<file path="src/rtl/serial_adder_arbiter.sv">
`default_nettype none
// ============================================================================
//  Module   : serial_adder_arbiter
//  Purpose  : Two round-robin requesters share one 1-bit full-adder cell that
//             adds N-bit operands LSB first over N cycles.
//  Revision : 1.0
// ============================================================================
module serial_adder_arbiter #(
  parameter int N  = 5,
  parameter int CW = 3
) (
  input  logic         clk,
  input  logic         rst,
  input  logic         req0_valid,
  output logic         req0_ready,
  input  logic [N-1:0] req0_a,
  input  logic [N-1:0] req0_b,
  input  logic         req0_cin,
  input  logic         req1_valid,
  output logic         req1_ready,
  input  logic [N-1:0] req1_a,
  input  logic [N-1:0] req1_b,
  input  logic         req1_cin,
  output logic         res_valid,
  input  logic         res_ready,
  output logic [N-1:0] res_sum,
  output logic         res_cout,
  output logic         res_id,
  output logic         busy
);

  localparam logic [1:0] C_IDLE = 2'd0;
  localparam logic [1:0] C_ADD  = 2'd1;
  localparam logic [1:0] C_DONE = 2'd2;

  logic [1:0]    state_q, state_d;
  logic          rr_q, rr_d;
  logic          owner_q, owner_d;
  logic [CW-1:0] cnt_q, cnt_d;
  logic          carry_q, carry_d;
  logic [N-1:0]  a_q, a_d, b_q, b_d, s_q, s_d;
  logic [N-1:0]  res_sum_q, res_sum_d;
  logic          res_cout_q, res_cout_d;
  logic          res_id_q, res_id_d;

  logic w_any, w_grant, w_xfer, w_sum, w_cout;

  // Contention goes to rr_q; a lone requester always wins.
  assign w_any   = req0_valid | req1_valid;
  assign w_grant = (req0_valid && req1_valid) ? rr_q : req1_valid;
  assign w_xfer  = (state_q == C_IDLE) && w_any && !rst;

  assign w_sum  = a_q[0] ^ b_q[0] ^ carry_q;
  assign w_cout = (a_q[0] & b_q[0]) | (carry_q & (a_q[0] ^ b_q[0]));

  assign req0_ready = w_xfer && !w_grant;
  assign req1_ready = w_xfer && w_grant;
  assign res_valid  = (state_q == C_DONE);
  assign busy       = (state_q == C_ADD) || (state_q == C_DONE);
  assign res_sum    = res_sum_q;
  assign res_cout   = res_cout_q;
  assign res_id     = res_id_q;

  always_comb begin
    state_d    = state_q;
    rr_d       = rr_q;
    owner_d    = owner_q;
    cnt_d      = cnt_q;
    carry_d    = carry_q;
    a_d        = a_q;
    b_d        = b_q;
    s_d        = s_q;
    res_sum_d  = res_sum_q;
    res_cout_d = res_cout_q;
    res_id_d   = res_id_q;
    case (state_q)
      C_IDLE: begin
        if (w_xfer) begin
          a_d     = w_grant ? req1_a   : req0_a;
          b_d     = w_grant ? req1_b   : req0_b;
          carry_d = w_grant ? req1_cin : req0_cin;
          owner_d = w_grant;
          cnt_d   = '0;
          rr_d    = ~w_grant;
          state_d = C_ADD;
        end
      end
      C_ADD: begin
        a_d     = a_q >> 1;
        b_d     = b_q >> 1;
        s_d     = {w_sum, s_q[N-1:1]};
        carry_d = w_cout;
        cnt_d   = cnt_q + CW'(1);
        // Publish the result registers on the final shift so DONE sees them.
        if (cnt_q == CW'(N - 1)) begin
          state_d    = C_DONE;
          res_cout_d = w_cout;
          res_sum_d  = {w_sum, s_q[N-1:1]};
          res_id_d   = owner_q;
        end
      end
      C_DONE: begin
        if (res_ready) state_d = C_IDLE;
      end
      default: state_d = C_IDLE;
    endcase
  end

  always_ff @(posedge clk) begin
    if (rst) begin
      state_q    <= C_IDLE;
      rr_q       <= 1'b0;
      owner_q    <= 1'b0;
      cnt_q      <= '0;
      carry_q    <= 1'b0;
      a_q        <= '0;
      b_q        <= '0;
      s_q        <= '0;
      res_sum_q  <= '0;
      res_cout_q <= 1'b0;
      res_id_q   <= 1'b0;
    end else begin
      state_q    <= state_d;
      rr_q       <= rr_d;
      owner_q    <= owner_d;
      cnt_q      <= cnt_d;
      carry_q    <= carry_d;
      a_q        <= a_d;
      b_q        <= b_d;
      s_q        <= s_d;
      res_sum_q  <= res_sum_d;
      res_cout_q <= res_cout_d;
      res_id_q   <= res_id_d;
    end
  end

endmodule
`default_nettype wire
</file>
<file path="config.mk">
export PLATFORM = sky130hd
export DESIGN_NAME = serial_adder_arbiter
export DESIGN_NICKNAME = d
export VERILOG_FILES = /design/src/rtl/serial_adder_arbiter.sv
export SDC_FILE = /design/constraint.sdc
export NUM_CORES = 1
export LEC_CHECK = 0
export CORE_MARGIN = 5
export CORE_UTILIZATION = 44
export CTS_CLUSTER_DIAMETER = 100
export DETAILED_ROUTE_END_ITERATION = 6
export HOLD_SLACK_MARGIN = 0.06
export PLACE_DENSITY = 0.76
export SETUP_SLACK_MARGIN = 0.2
export SLEW_MARGIN = 20
export SYNTH_ARGS = -nofsm -noshare
export SYNTH_HDL_FRONTEND = slang
export SYNTH_SLANG_ARGS = --single-unit
</file>
<file path="constraint.sdc">
create_clock -name clk -period 1.5 [get_ports clk]
set_clock_uncertainty 0.1 [all_clocks]
set_input_delay 0.45 -clock clk [delete_from_list [all_inputs] [get_ports clk]]
set_output_delay 0.45 -clock clk [all_outputs]
set_load 0.01 [all_outputs]
</file>
==> results.md <==
* Outcome: finished, violations left
* Failing checks: setup timing
* Drt pass-1 iters at 4
* Site Rows at 21
* Remaining Overflow, GRT at 0
* Final WS setup at -395 ps
* Clock Latency Late Sink at 330 ps
* DP Area at 2070 µm²
* Final Hold Viols at 0
* Unrepaired setup endpoints after global routing: yes
* Synth-to-Final Area Change at 78.5%
* Total GRT Usage at 0.210
* Final Cycle Share at 1.26
* Pins Over Slew Limit at 0
* Post-Synthesis Cells at 159
* Syn Std Cell Area at 1520 µm²
* Hold_buf cts at 0
* Worst Hold Class: reg -> reg
* Avg WL per Cell at 17.1 µm
* Pwr/cell area at 972 nW/µm²
* Finished Layout Cells at 280
* Synth warn at 0
* H-Tree Depth at 2
* Clk slew on worst S/H paths at 90 ps
* Via Count at 1483
* Post-synth cell types at 35
* Clock sink count at 29
* Layout cell share with drive strength beyond 1 at 0.504
* Core area at 3340 µm²
* Sequential share of the synthesized area at 0.383
* Max IR drop VDD at 591 µV
* Initial Util at 0.455
* Relative slew slack at 0.778
* Required time worst endpoint at 1630 ps
* Vias in the first global route at 1607
* # DRC at 0
* First-pass GRT wire length at 7300 µm
* Syn avg cell area at 9.55 µm²
* Commonest non-fill, non-tap cell in the layout: buf_6
* Final hold slack at 390 ps
* Commonest cells after routing, fill and taps aside: buf_6 (26), clkdlybuf4s50_1 (23), mux2i_1 (20)
* CTS tree: built
* Synthesized flop and latch total at 29
* IO Count at 38
* Worst slew pin tran at 333 ps
* Total Wirelength at 4800 µm
* Die X at 68.7 µm
* Port Buf Inserts at 37
* ANT cells at 0
* Dpl ws at -976 ps
* DRT iter0 DRCs at 50
* Initial antenna violation count at 0
* CTS Buffer Depth at 2
* Leakage at 1.13 nW
* Nets at 267
* Die Area at 4720 µm²
* Setup crit start kind: flop
* Post-DP HPWL at 2580 µm
* CP arrival at 2020 ps
* Pin count of the biggest net entering global routing at 21
* Dpl cells at 248
* Mapped Nets at 193
* Vias per Instance at 5.30
* Crit. End Element: flop
* Die height at 68.7 µm
* Setup CP Type: reg -> reg
* Design area at 2710 µm²
* Total power at 2.63 mW
* Max-cap violation count at 0
* CTS root buffer: clkbuf_4
* Final setup viols at 31
* Upper clock frequency limit at 528 MHz
* Crit path max fanout at 5
* Min cycle time layout at 1890 ps
* Cts bufs inserted at 5
* Post-DRT Antenna Nets at 0
* RD Place Congestion at 0.748
## path summary, 6_finish.rpt
check / slack [ps] / cells after the start / from / end
worst max-delay path: -390 / 10 / state_q[1] / a_q[0]
worst min-delay path: 390 / 1 / a_q[2] / a_q[2]
worst max register to register: -390 / 10 / state_q[1] / a_q[0]
worst min register to register: 390 / 1 / a_q[2] / a_q[2]
## metrics by stage
| stage | util | TNS, ps |
|---|---|---|
| global placement | 0.620 | -12830 |
| detailed placement | 0.620 | -13540 |
| CTS | 0.779 | -4300 |
| finish | 0.812 | -7840 |
| global route | 0.812 | -9570 |
| floorplan | - | -107 |
## power breakdown
part	leakage [nW]	switching, mW	internal, mW
registers	0.242	0.0524	0.846
logic	0.845	0.472	0.652
clock network	0.0437	0.280	0.331
## synthesized netlist by cell type (all sizes together)
cell      n  area, µm²
clkbuf    1       13.8
a22o      2       17.5
or2       1       6.26
nand3     3       20.0
a21oi     4       20.0
inv       7       26.3
or2b      6       52.6
a2bb2oi   1       8.76
a31oi     1       6.26
a21boi    1       18.8
fa        1       20.0
o21ai     3       15.0
a22oi     1       7.51
nand4b    1       8.76
buf       8       71.3
mux2      2       22.5
mux2i    20        200
a32oi     1       8.76
a31o      1       8.76
nor2b     2       12.5
dfxtp    29        581
a211oi    1       7.51
nor2     35        131
nand2b    3       18.8
and2      2       15.0
a21o      1       7.51
nand2     5       18.8
ha        6       75.1
o21bai    1       7.51
a32o      9       90.1
## flip-flops by register name (all words and copies together), names as in the netlist, 2 cells and up
| signal | cells |
|---|---|
| a_q | 5 |
| b_q | 5 |
| res_sum | 5 |
| s_q | 4 |
| cnt_q | 3 |
| state_q | 2 |
## critical path, stage by stage (launching register included)
cell and delay, ps:
dfxtp_4 370, inv_4 40, buf_4 120, buf_6 100, buf_6 110, ha_4 190
buf_6 130, inv_6 50, o21ai_4 80, and2_4 210, a32o_1 260
## area by class of cell
class / count / area, µm²
multi-input cells: 116 / 1100
fillers: 189 / 628
well taps: 46 / 57.6
repair buffers: 74 / 837
flip-flops and latches: 29 / 596
clock buffers: 8 / 80.1
inverters: 7 / 36.3
## per-layer routing
metal	routed length [µm]	track usage
met1	1780	0.203
met2	2650	0.387
met3	252	0.0648
met4	125	0.124
met5	0	0
## logic make-up after synthesis
group,after synthesis,share of synthesized area
mux,22,0.147
flops,29,0.383
compound gates,27,0.148
fa+ha+maj,7,0.0627
buf+inv,16,0.0734
simple gates,58,0.187
## what timing repair did
action                     4_1_cts  5_1_grt
pin swaps                       20       20
setup endpoints to repair       40       40
gates cloned                     4        1
gates resized for setup        127       20
setup buffers                   16        3
Power figures use the tool's default switching activity.
